===== src/rtl/sv_window_monitor.sv =====
// sv_window_monitor: NUM_WIN programmable inclusive windows over a sample
// stream. Each window has a registered in-range flag and an alarm that
// flips only after PERSIST consecutive disagreeing valid samples.
// Optional hysteresis on the alarm-clear test is compiled in with the
// macro WINMON_HYST_EN. With the macro undefined, HYST has no effect.

// One window: bounds, enable, in-range flag, persistence counter, alarm.
module sv_window_monitor_win #(
   parameter int WIDTH   = 4,
   parameter int PERSIST = 2,
   parameter int MARGIN  = 0
) (
   input  logic             clk,
   input  logic             rst,
   input  logic             cfg_wr,
   input  logic [WIDTH-1:0] cfg_lo,
   input  logic [WIDTH-1:0] cfg_hi,
   input  logic             data_valid,
   input  logic [WIDTH-1:0] data,
   output logic             in_range,
   output logic             alarm,
   output logic             alarm_rise
);
   localparam int CW = (PERSIST > 1) ? $clog2(PERSIST + 1) : 1;
   localparam logic [CW-1:0] CNT_LAST = CW'(PERSIST - 1);
   localparam logic [63:0]   MAXV     = (64'd1 << WIDTH) - 64'd1;
   localparam logic [63:0]   MARG     = 64'(MARGIN);

   logic             en;
   logic [WIDTH-1:0] lo, hi;
   logic [CW-1:0]    cnt;
   logic             match, wide_match, t;
   logic [63:0]      lo64, hi64, d64, wlo, whi;

   // Exact and widened window tests; the widened bounds saturate, never wrap.
   always_comb begin
      lo64       = 64'(lo);
      hi64       = 64'(hi);
      d64        = 64'(data);
      wlo        = (lo64 >= MARG) ? (lo64 - MARG) : 64'd0;
      whi        = (hi64 + MARG > MAXV) ? MAXV : (hi64 + MARG);
      match      = en && (lo <= data) && (data <= hi);
      wide_match = en && (wlo <= d64) && (d64 <= whi);
      t          = alarm ? wide_match : match;
   end

   // Config write wins over a same-cycle sample; invalid cycles hold state.
   always_ff @(posedge clk) begin
      if (rst) begin
         en         <= 1'b0;
         lo         <= '0;
         hi         <= '0;
         cnt        <= '0;
         in_range   <= 1'b0;
         alarm      <= 1'b0;
         alarm_rise <= 1'b0;
      end else begin
         alarm_rise <= 1'b0;
         if (cfg_wr) begin
            en       <= 1'b1;
            lo       <= cfg_lo;
            hi       <= cfg_hi;
            cnt      <= '0;
            in_range <= 1'b0;
            alarm    <= 1'b0;
         end else if (data_valid) begin
            in_range <= match;
            if (t == alarm) begin
               cnt <= '0;
            end else if (cnt == CNT_LAST) begin
               alarm      <= ~alarm;
               alarm_rise <= ~alarm;
               cnt        <= '0;
            end else begin
               cnt <= cnt + 1'b1;
            end
         end
      end
   end
endmodule

// Top: validates config writes and fans the sample out to every window.
module sv_window_monitor #(
   parameter int WIDTH   = 4,
   parameter int NUM_WIN = 3,
   parameter int PERSIST = 2,
   parameter int HYST    = 1,
   localparam int IDX_W  = (NUM_WIN > 1) ? $clog2(NUM_WIN) : 1
) (
   input  logic               clk,
   input  logic               rst,
   input  logic               cfg_we,
   input  logic [IDX_W-1:0]   cfg_idx,
   input  logic [WIDTH-1:0]   cfg_lo,
   input  logic [WIDTH-1:0]   cfg_hi,
   input  logic               data_valid,
   input  logic [WIDTH-1:0]   data,
   output logic [NUM_WIN-1:0] in_range,
   output logic [NUM_WIN-1:0] alarm,
   output logic [NUM_WIN-1:0] alarm_rise,
   output logic               cfg_err
);
`ifdef WINMON_HYST_EN
   localparam int MARGIN = HYST;
`else
   // Margin collapses to zero so the alarm test is the exact window.
   localparam int MARGIN = HYST * 0;
`endif

   logic               cfg_ok;
   logic [NUM_WIN-1:0] cfg_wr;

   // A write is accepted only for an existing window with ordered bounds.
   always_comb begin
      cfg_ok = cfg_we && (32'(cfg_idx) < NUM_WIN) && (cfg_lo <= cfg_hi);
      cfg_wr = '0;
      for (int i = 0; i < NUM_WIN; i++)
         cfg_wr[i] = cfg_ok && (32'(cfg_idx) == i);
   end

   // Rejected writes pulse cfg_err for one cycle.
   always_ff @(posedge clk) begin
      if (rst) cfg_err <= 1'b0;
      else     cfg_err <= cfg_we && !cfg_ok;
   end

   for (genvar i = 0; i < NUM_WIN; i++) begin : g_win
      sv_window_monitor_win #(
         .WIDTH  (WIDTH),
         .PERSIST(PERSIST),
         .MARGIN (MARGIN)
      ) u_win (
         .clk        (clk),
         .rst        (rst),
         .cfg_wr     (cfg_wr[i]),
         .cfg_lo     (cfg_lo),
         .cfg_hi     (cfg_hi),
         .data_valid (data_valid),
         .data       (data),
         .in_range   (in_range[i]),
         .alarm      (alarm[i]),
         .alarm_rise (alarm_rise[i])
      );
   end
endmodule


===== config.mk =====
export PLATFORM = sky130hd
export DESIGN_NAME = sv_window_monitor
export DESIGN_NICKNAME = d
export VERILOG_FILES = /design/src/rtl/sv_window_monitor.sv
export SDC_FILE = /design/constraint.sdc
export NUM_CORES = 1
export LEC_CHECK = 0
export ABC_AREA = 0
export ABC_CLOCK_PERIOD_IN_PS = 4100
export CORE_ASPECT_RATIO = 1.2
export CORE_UTILIZATION = 45
export CTS_CLUSTER_SIZE = 12
export DETAILED_ROUTE_END_ITERATION = 7
export PLACE_DENSITY = 0.66
export SKIP_LAST_GASP = 1
export SLEW_MARGIN = 20
export SYNTH_ARGS = -nofsm -noshare
export SYNTH_HDL_FRONTEND = slang
export SYNTH_HIERARCHICAL = 1
export SYNTH_SLANG_ARGS = --single-unit

===== constraint.sdc =====
create_clock -name clk -period 4.1 [get_ports clk]
set_input_delay 0.82 -clock clk [delete_from_list [all_inputs] [get_ports clk]]
set_output_delay 0.82 -clock clk [all_outputs]
set_load 0.03 [all_outputs]

==> results of run 1 <==
==> area by class of cell <==
| cell class | instances | area (µm²) |
|---|---|---|
| Timing Repair Buffer | 31 | 300 |
| Sequential cell | 43 | 861 |
| Fill cell | 505 | 2410 |
| Inverter | 41 | 154 |
| Multi-Input combinational cell | 195 | 1470 |
| Clock buffer | 8 | 100 |
| Tap cell | 62 | 77.6 |
==> where the power goes <==
group / switching [mW] / leakage [nW] / internal [mW]
Combinational: 0.0762 / 0.775 / 0.0601
Sequential: 0.00617 / 0.348 / 0.428
Clock: 0.142 / 0.0515 / 0.154
Total: 0.224 / 1.17 / 0.642
==> critical path: cells and delay by family <==
family                     cells  cell delay (ns)
and+or+nand+nor                6             1.23
buffers and inverters          2             0.65
adders and majority gates      1             0.30
AOI/OAI and AO/OA              2             0.19
==> registers in the layout, indices dropped and copies added (netlist names) <==
| name | flops |
|---|---|
| g_win.u_win/en | 3 |
| g_win.u_win/alarm | 3 |
| g_win.u_win/in_range | 3 |
| g_win.u_win/hi | 12 |
| cfg_err | 1 |
| g_win.u_win/lo | 12 |
| g_win.u_win/alarm_rise | 3 |
| g_win.u_win/cnt | 6 |
==> path summary, 6_finish.rpt <==
| path | to | slack (ns) |
|---|---|---|
| max | g_win[2].u_win/cnt[1]$_SDFFE_PP0P_ | 1.12 |
| min | g_win[1].u_win/in_range$_SDFFE_PP0P_ | 0.46 |
| max reg2reg | g_win[0].u_win/cnt[0]$_SDFFE_PP0P_ | 2.16 |
| min reg2reg | g_win[1].u_win/in_range$_SDFFE_PP0P_ | 0.46 |
==> routing by layer <==
metal	vias up	global-route usage	part of all wire
met1	913	0.238	0.47
met4	0	0.0612	0.015
met3	5	0.0384	0.034
li1	1046	-	-
met2	33	0.342	0.48
met5	-	0	0
==> cells by family (layout without fill, tap and decap cells) <==
kind of cell,Yosys count,in the layout,share of synthesized area
simple gates,101,101,0.216
buf+inv,47,80,0.0800
flops,43,43,0.340
compound gates,42,42,0.130
fa+ha+maj,28,28,0.138
mux,24,24,0.0949
==> layout by cell type (no fill, tap or decap), drive strengths merged <==
cell type,count
dfxtp,43
inv,41
nor2,36
ha,28
clkdlybuf4s50,27
mux2i,24
nand2,21
a21oi,13
or3,12
clkbuf,8
o211ai,6
nand3b,6
nor4,6
o21ai,6
nor2b,4
buf,4
and4,4
and3,3
a21o,3
nand2b,3
a221oi,3
a31oi,3
nor3,3
o21a,3
a311o,3
and3b,2
o211a,1
nor3b,1
o2111a,1
==> impl_metrics.csv, run 1 <==
group,metric,value,unit
yosys,synth_top_area_cell,"dfxtp_1",
routing,wire_per_inst,13.7,µm
place,place_area,0.00286,mm²
outcome,violations,"DRC",
routing,num_vias,1997,
clock_tree,cts_tree,"done",
timing,finalCritPeriodShare,0.726,
layout,diodes,0,
clock_tree,cts_resized,0,
floorplan,floorplan.initialDensity,0.472,
place,gp_congestion,0.776,
clock_tree,postCtsHoldBufs,0,
power_and_ir_drop,p_per_area,292,mW/mm²
floorplan,die_width,70.5,µm
timing,slew_viol_final,0,
worst_setup_path,critPathSlowestCell,"clkdlybuf4s50_1",
place,place_worst_setup_slack,0.810,ns
routing,detail-route-antenna-nets,0,
yosys,avgSynthCellArea,8.89,µm²
clock_tree,cts-root-buf,"clkbuf_8",
floorplan,die_area,0.00593,mm²
global_routing,grt_pass1_wl,9010,µm
place,dp.final_hpwl,4030,µm
yosys,synth-async-reset-ratio,0,
timing,hold_viol_final,0,
worst_setup_path,critPathMaxStageDelay,0.56,ns
place,placed_cells,372,
flow_run,max_cap_violations,0,
clock_tree,cts_setup_buffers,0,
place,port_buffers,27,
layout,finalNetCount,363,
routing,firstDrtPassIters,6,
layout,post-route-util,0.551,
worst_setup_path,path_cells,"clkdlybuf4s50_1, inv_1, ha_1, and4_2, nand2_1, o21ai_1, nor2_4, nand2_1, or3_1, or3_1, o211ai_1",
yosys,synth-edff-count,0,
yosys,synthesis.area,0.00253,mm²
routing,via_per_inst,5.26,
layout,final_area,0.00296,mm²
clock_tree,clkTransAtPathRegs,0.08,ns
timing,tightestPinTransition,0.733,ns
routing,drt-initial-drc-count,82,
timing,rsz0062_at_grt,"false",
layout,syn_to_final_growth,16.9,%
yosys,yosys_register_bits,43,
floorplan,core,0.00537,mm²
worst_setup_path,crit_path_start,"cfg_hi[3]",
yosys,synthDominantCellAreaShare,0.340,
global_routing,antenna_found_initial,0,
yosys,synth_area_leaders,"dfxtp_1, ha_1, mux2i_1",
yosys,synthesis.nets,331,
yosys,ys_seq_area_frac,0.340,
worst_hold_path,holdPathStages,2,
worst_setup_path,r2r-start,"g_win[0].u_win/hi[3]$_SDFFE_PP0P_",
yosys,syn_inst,285,
timing,maxSlewHeadroom,0.510,
worst_setup_path,critPathArrivalTime,3.20,ns
worst_setup_path,worstRegToRegCells,7,
clock_tree,clk_path_buf_depth,2,
yosys,synthTopCellsByCount,"dfxtp_1, inv_1, nor2_1",
worst_setup_path,crit_type,"input pin to flop",
timing,setup-tns-final,0,ns
timing,setup_slack,1.12,ns
yosys,yosysWarnings,6,
global_routing,grt_util_all_layers,0.195,
timing,period_minus_slack,2.98,ns
timing,fmax,336,MHz
worst_setup_path,required,4.32,ns
clock_tree,clock-sinks,43,
floorplan,io_pins,28,
worst_setup_path,worstPathMaxFanout,5,
yosys,ys.flop_type,"dfxtp_1",
layout,drive_above_1_share,0.0849,
worst_hold_path,worstHoldStart,"g_win[1].u_win/in_range$_SDFFE_PP0P_",
routing,drt-total-wl,5210,µm
yosys,yosys.cell_count.top_type,"dfxtp_1",
worst_setup_path,start_kind,"input pin",
routing,drc,6,
clock_tree,htree_num_levels,2,
timing,fin_worst_hold_slack,0.455,ns
clock_tree,cts_made_buffers,5,
power_and_ir_drop,leakagePower,1.17,nW
clock_tree,insertion_delay,0.30,ns
power_and_ir_drop,ir_drop,0.000194,V
worst_setup_path,critPathCaptureType,"flop",
global_routing,grt_pass1_vias,1952,
floorplan,die_height,84.2,µm
layout,layout.cells.non_filler,380,
yosys,synth_cell_type_count,31,
timing,fin_worst_skew,0.00814,ns
timing,setup_viol,0,
worst_hold_path,hold_class,"flop to flop",
power_and_ir_drop,p_total,866,µW
floorplan,rows,29,
outcome,status,"finished, violations left",
global_routing,grt_max_degree,21,
global_routing,grt-ovfl-total,0,
Note: power is estimated with default switching activity, not from simulation.
==> run 2: changes to the inputs <==
- ABC_CLOCK_PERIOD_IN_PS: 4100 -> 2970
- clock period: 4.1 -> 2.97 ns (I/O delays scaled with it)
==> run 2 against run 1 <==
Effect of this change:
- the flow still finishes with violations (DRC)
- sequential cell count unchanged
- via count up 1.7%
- design area is 6.3% higher
- critical path depth unchanged
- count of clock-buffer cells in the layout decreased by 2
- setup slack got worse by 0.78 ns
- clock skew grew 0.0080 ns
- global-route usage increased by 0.065 points
- sequential share of layout area fell by 1.7 points
- final cell count increased by 4.5%
- register-to-register slack lost 1.1 ns
- critical path type unchanged
- critical endpoint is now g_win[0].u_win/cnt[1]$_SDFFE_PP0P_
- largest cell class unchanged
==> impl_metrics.csv, run 2 (synthesis results as in run 1) <==
group,metric,value,unit
outcome,status,"finished, violations left",
outcome,violations,"DRC",
routing,drc,6,
power_and_ir_drop,p_per_area,429,mW/mm²
worst_setup_path,critPathArrivalTime,2.85,ns
clock_tree,cts_made_buffers,5,
floorplan,die_area,0.00593,mm²
timing,period_minus_slack,2.62,ns
global_routing,grt_pass1_vias,1967,
layout,syn_to_final_growth,24.3,%
clock_tree,insertion_delay,0.30,ns
timing,maxSlewHeadroom,0.662,
worst_setup_path,path_buf_inv,2,
routing,drt-initial-drc-count,127,
worst_hold_path,worstHoldStart,"g_win[1].u_win/in_range$_SDFFE_PP0P_",
worst_setup_path,path_delay_family,"simple AND/OR/NAND/NOR gates",
layout,drive_above_1_share,0.131,
routing,firstDrtPassIters,6,
clock_tree,postCtsHoldBufs,0,
worst_setup_path,critPathSlowestCell,"clkdlybuf4s50_1",
clock_tree,clk_path_buf_depth,2,
global_routing,grt-ovfl-total,0,
floorplan,die_width,70.5,µm
routing,wire_per_inst,13.3,µm
place,gp_congestion,0.808,
timing,setup-tns-final,0,ns
worst_setup_path,r2r-start,"g_win[0].u_win/hi[3]$_SDFFE_PP0P_",
power_and_ir_drop,leakagePower,1.28,nW
flow_run,max_cap_violations,0,
timing,rsz0062_at_grt,"false",
worst_setup_path,critPathCaptureType,"flop",
clock_tree,clkTransAtPathRegs,0.09,ns
layout,post-route-util,0.586,
clock_tree,cts-root-buf,"clkbuf_8",
floorplan,rows,29,
worst_setup_path,r2r-end,"g_win[0].u_win/cnt[0]$_SDFFE_PP0P_",
worst_setup_path,crit_type,"input pin to flop",
worst_setup_path,crit_top_cell,"or3_1",
timing,fmax,381,MHz
layout,diodes,0,
power_and_ir_drop,ir_drop,0.000282,V
timing,hold_viol_final,0,
worst_setup_path,worstPathMaxFanout,4,
layout,finalNetCount,380,
layout,final_cell_mix,"dfxtp_1, inv_1, nor2_1, ha_1, clkdlybuf4s50_1",
worst_hold_path,hold-path-endpoint,"g_win[1].u_win/in_range$_SDFFE_PP0P_",
timing,slew_viol_final,0,
layout,mostFrequentLayoutCell,"dfxtp_1",
clock_tree,clock-sinks,43,
routing,detail-route-antenna-nets,0,
worst_hold_path,holdPathStages,2,
timing,fin_worst_skew,0.0161,ns
floorplan,floorplan.initialDensity,0.472,
floorplan,core,0.00537,mm²
global_routing,grt_max_degree,15,
floorplan,die_height,84.2,µm
worst_setup_path,rrSetupSlack,1.02,ns
floorplan,io_pins,28,
clock_tree,cts_setup_buffers,0,
worst_hold_path,hold_class,"flop to flop",
timing,tightestPinTransition,0.505,ns
worst_setup_path,critPathMaxStageDelay,0.49,ns
global_routing,grt_util_all_layers,0.195,
clock_tree,htree_num_levels,2,
clock_tree,cts_resized,0,
timing,fin_worst_hold_slack,0.456,ns
routing,num_vias,2030,
worst_setup_path,worstRegToRegCells,7,
clock_tree,cts_tree,"done",
routing,via_per_inst,5.11,
global_routing,grt_pass1_wl,9070,µm
worst_setup_path,path_cells,"clkdlybuf4s50_1, inv_1, ha_1, nor2b_1, o211a_1, o21ai_1, nor2_4, nand2_1, or3_1, or3_1, o211ai_1",
place,dp.final_hpwl,4130,µm
worst_setup_path,start_kind,"input pin",
timing,setup_viol,0,
global_routing,antenna_found_initial,0,
worst_setup_path,required,3.20,ns
timing,finalCritPeriodShare,0.884,
routing,drt-total-wl,5270,µm
place,port_buffers,27,
layout,reg_top3,"g_win.u_win/hi: 12 flops, g_win.u_win/lo: 12 flops, g_win.u_win/cnt: 6 flops",
==> run 2: changes by cell type in the layout (fill, tap and decap cells not counted), sizes merged <==
cell,change
bufinv,+2
clkbuf,-2
buf,+17
==> run 2: power breakdown <==
part	internal [mW]	switching, mW
clock	0.336	0.209
combinational	0.0989	0.107
sequential	0.591	0.00863
total	1.03	0.324
==> run 2: area by class of cell <==
| class | count | area, µm² |
|---|---|---|
| Multi-Input combinational cell | 195 | 1470 |
| Tap cell | 62 | 77.6 |
| Fill cell | 504 | 2220 |
| Clock inverter | 2 | 60.1 |
| Timing Repair Buffer | 48 | 453 |
| Sequential cell | 43 | 861 |
| Inverter | 41 | 154 |
| Clock buffer | 6 | 72.6 |
==> run 2: through the flow <==
stage               worst slack [ns]  area, µm²  instances  power [mW]
finish                         0.346       3150        397        1.35
global placement              0.0583       3010        389       0.816
floorplan                      0.568       2530        285       0.731
global route                   0.213       3150        397        1.41
CTS                            0.347       3150        397        1.37
detailed placement            0.0296       3010        389       0.821
==> run 2: worst max path at each step <==
stage	start	end	slack [ns]	cells after the start
after CTS	cfg_hi[1]	g_win[0].u_win/cnt[1]$_SDFFE_PP0P_	0.35	11
final	cfg_hi[1]	g_win[0].u_win/cnt[1]$_SDFFE_PP0P_	0.35	11
after global placement	cfg_hi[1]	g_win[0].u_win/cnt[1]$_SDFFE_PP0P_	0.06	11
after floorplan	cfg_hi[3]	g_win[2].u_win/cnt[1]$_SDFFE_PP0P_	0.57	11
after detailed placement	cfg_hi[1]	g_win[0].u_win/cnt[1]$_SDFFE_PP0P_	0.03	11
after global routing	cfg_hi[3]	g_win[0].u_win/cnt[0]$_SDFFE_PP0P_	0.21	11
==> run 2: tightest hold or removal path, stage by stage, from the launching register on <==
cell     delay, ns
dfxtp_1       0.31
nand2_1       0.05
a21oi_1       0.05
==> run 2: metal layers <==
metal,track usage,part of all wire
met5,0,0
met1,0.227,0.45
met2,0.357,0.51
met4,0.0631,0.014
met3,0.0372,0.025
==> run 3: changes to the inputs <==
- CORE_UTILIZATION: 45 -> 56
- PLACE_DENSITY: 0.66 -> 0.79
==> run 3 against run 2 <==
Effect of this change:
- the flow now finishes without violations
- largest power group unchanged
- sequential share of layout area up 1.2 points
- via count up 1.7%
- sequential power about the same
- wire length down 3.5%
- clock skew down 0.0082 ns
- fmax down 0.32%
- design area down 4.2%
- sequential cell count unchanged
- global-route usage up 3.4 points
==> impl_metrics.csv, run 3 (synthesis results as in run 1) <==
group,metric,value,unit
outcome,status,"finished clean",
layout,final_area,0.00301,mm²
worst_setup_path,worstPathMaxFanout,5,
layout,reg_top3,"g_win.u_win/hi: 12 flops, g_win.u_win/lo: 12 flops, g_win.u_win/cnt: 6 flops",
clock_tree,postCtsHoldBufs,0,
clock_tree,clkTransAtPathRegs,0.08,ns
worst_setup_path,start_kind,"input pin",
power_and_ir_drop,power.switching,314,µW
timing,rsz0062_at_grt,"false",
worst_setup_path,critPathSlowestCell,"clkdlybuf4s50_1",
timing,setup_slack,0.337,ns
place,place_area,0.00293,mm²
worst_hold_path,hold_class,"flop to flop",
floorplan,die_area,0.00480,mm²
power_and_ir_drop,leakagePower,1.21,nW
global_routing,use_met3,0.0449,
routing,num_vias,2065,
layout,fill_cells,368,
floorplan,core,0.00429,mm²
power_and_ir_drop,seqPwrFrac,0.517,
floorplan,floorplan.initialDensity,0.590,
floorplan,die_width,63.4,µm
worst_setup_path,path_cells,"clkdlybuf4s50_1, inv_1, ha_1, and4_2, nand2_1, o21ai_1, nor2_4, nand2_1, or3_1, or3_1, o211ai_1",
layout,syn_to_final_growth,19.0,%
power_and_ir_drop,power.internal,847,µW
timing,setup-tns-final,0,ns
routing,drt-total-wl,5090,µm
flow_run,max_cap_violations,0,
clock_tree,cts_resized,0,
global_routing,antenna_found_initial,0,
clock_tree,clk_path_buf_depth,2,
routing,via_per_inst,5.38,
routing,drt-initial-drc-count,138,
worst_setup_path,path_delay_family,"simple AND/OR/NAND/NOR gates",
global_routing,grt_pass1_vias,1858,
routing,wire_per_inst,13.2,µm
power_and_ir_drop,p_comb_frac,0.170,
timing,finalCritPeriodShare,0.886,
clock_tree,cts_setup_buffers,0,
global_routing,grt_pass1_wl,8470,µm
timing,tightestPinTransition,0.585,ns
power_and_ir_drop,switching_share,0.270,
worst_setup_path,critPathCaptureType,"flop",
timing,period_minus_slack,2.63,ns
worst_setup_path,crit_type,"input pin to flop",
routing,detail-route-antenna-nets,0,
timing,setup_viol,0,
timing,fin_worst_hold_slack,0.455,ns
clock_tree,clock-sinks,43,
global_routing,grt-ovfl-total,0,
place,port_buffers,27,
power_and_ir_drop,pwr-share-clk,0.313,
layout,final_cell_mix,"dfxtp_1, inv_1, nor2_1, ha_1, clkdlybuf4s50_1",
place,gp_congestion,0.869,
layout,drive_above_1_share,0.113,
layout,finalNetCount,373,
worst_setup_path,required,3.18,ns
place,dp.final_hpwl,4060,µm
floorplan,die_height,75.7,µm
layout,diodes,0,
layout,multi_input_area,0.00147,mm²
worst_setup_path,critPathArrivalTime,2.85,ns
floorplan,rows,26,
routing,drc,0,
clock_tree,cts_tree,"done",
layout,seq_area,861,µm²
clock_tree,insertion_delay,0.29,ns
timing,hold_viol_final,0,
worst_setup_path,path_buf_inv,2,
place,place_worst_setup_slack,0.0480,ns
global_routing,grt_max_degree,24,
timing,slew_viol_final,0,
floorplan,io_pins,28,
clock_tree,cts_made_buffers,5,
power_and_ir_drop,ir_drop,0.000384,V
global_routing,use_met1,0.274,
clock_tree,htree_num_levels,2,
worst_setup_path,critPathMaxStageDelay,0.52,ns
timing,maxSlewHeadroom,0.609,
clock_tree,cts-root-buf,"clkbuf_8",
routing,firstDrtPassIters,4,
timing,fin_worst_skew,0.00792,ns
global_routing,top_usage_layer,"met2",
timing,fmax,380,MHz
global_routing,grt_util_all_layers,0.229,
power_and_ir_drop,p_per_area,385,mW/mm²
global_routing,use_met2,0.417,
layout,mostFrequentLayoutCell,"dfxtp_1",
-- run 3: cell count changes in the layout (fill, tap and decap cells not counted), sizes merged --
cell	change
clkinvlp	+1
clkinv	+1
buf	-7
bufinv	-2
-- run 3: layout make-up --
class	count	share of cell area
clock buffer	6	0.0241
sequential	43	0.286
clock inverter	2	0.00415
tap	56	0.0232
multi-input combinational	195	0.487
timing repair buffer	41	0.125
inverter	41	0.0511
-- run 3: worst min-delay path, stage by stage, from the launching register on --
cell     delay [ns]
dfxtp_1        0.32
nand2_1        0.05
a21oi_1        0.05
-- run 3: path summary, 6_finish.rpt --
kind,endpoint,slack (ns),cells past startpoint,from
setup reg to reg,g_win[2].u_win/cnt[0]$_SDFFE_PP0P_,1.06,7,g_win[2].u_win/hi[3]$_SDFFE_PP0P_
hold / removal,g_win[0].u_win/in_range$_SDFFE_PP0P_,0.45,2,g_win[0].u_win/in_range$_SDFFE_PP0P_
setup / recovery,g_win[0].u_win/cnt[1]$_SDFFE_PP0P_,0.34,11,cfg_lo[0]
hold reg to reg,g_win[0].u_win/in_range$_SDFFE_PP0P_,0.45,2,g_win[0].u_win/in_range$_SDFFE_PP0P_
-- run 3: layer usage --
metal | vias up | wire (µm)
met5 | - | 0
met1 | 948 | 2320
met4 | 0 | 74
met3 | 6 | 132
li1 | 1070 | -
met2 | 41 | 2560
-- run 3: stage by stage --
step / instances / total power [mW] / utilization
floorplan: 285 / 0.731 / -
global placement: 376 / 0.804 / 0.682
detailed placement: 376 / 0.811 / 0.682
CTS: 384 / 1.17 / 0.702
global route: 384 / 1.23 / 0.702
finish: 384 / 1.16 / 0.702
-- run 3: power groups by stage --
stage	registers [mW]	clock network (mW)	logic (mW)
after floorplan	0.614	0	0.118
after global placement	0.613	0	0.191
after detailed placement	0.613	0	0.197
after CTS	0.600	0.375	0.198
after global routing	0.602	0.403	0.221
final	0.600	0.364	0.198
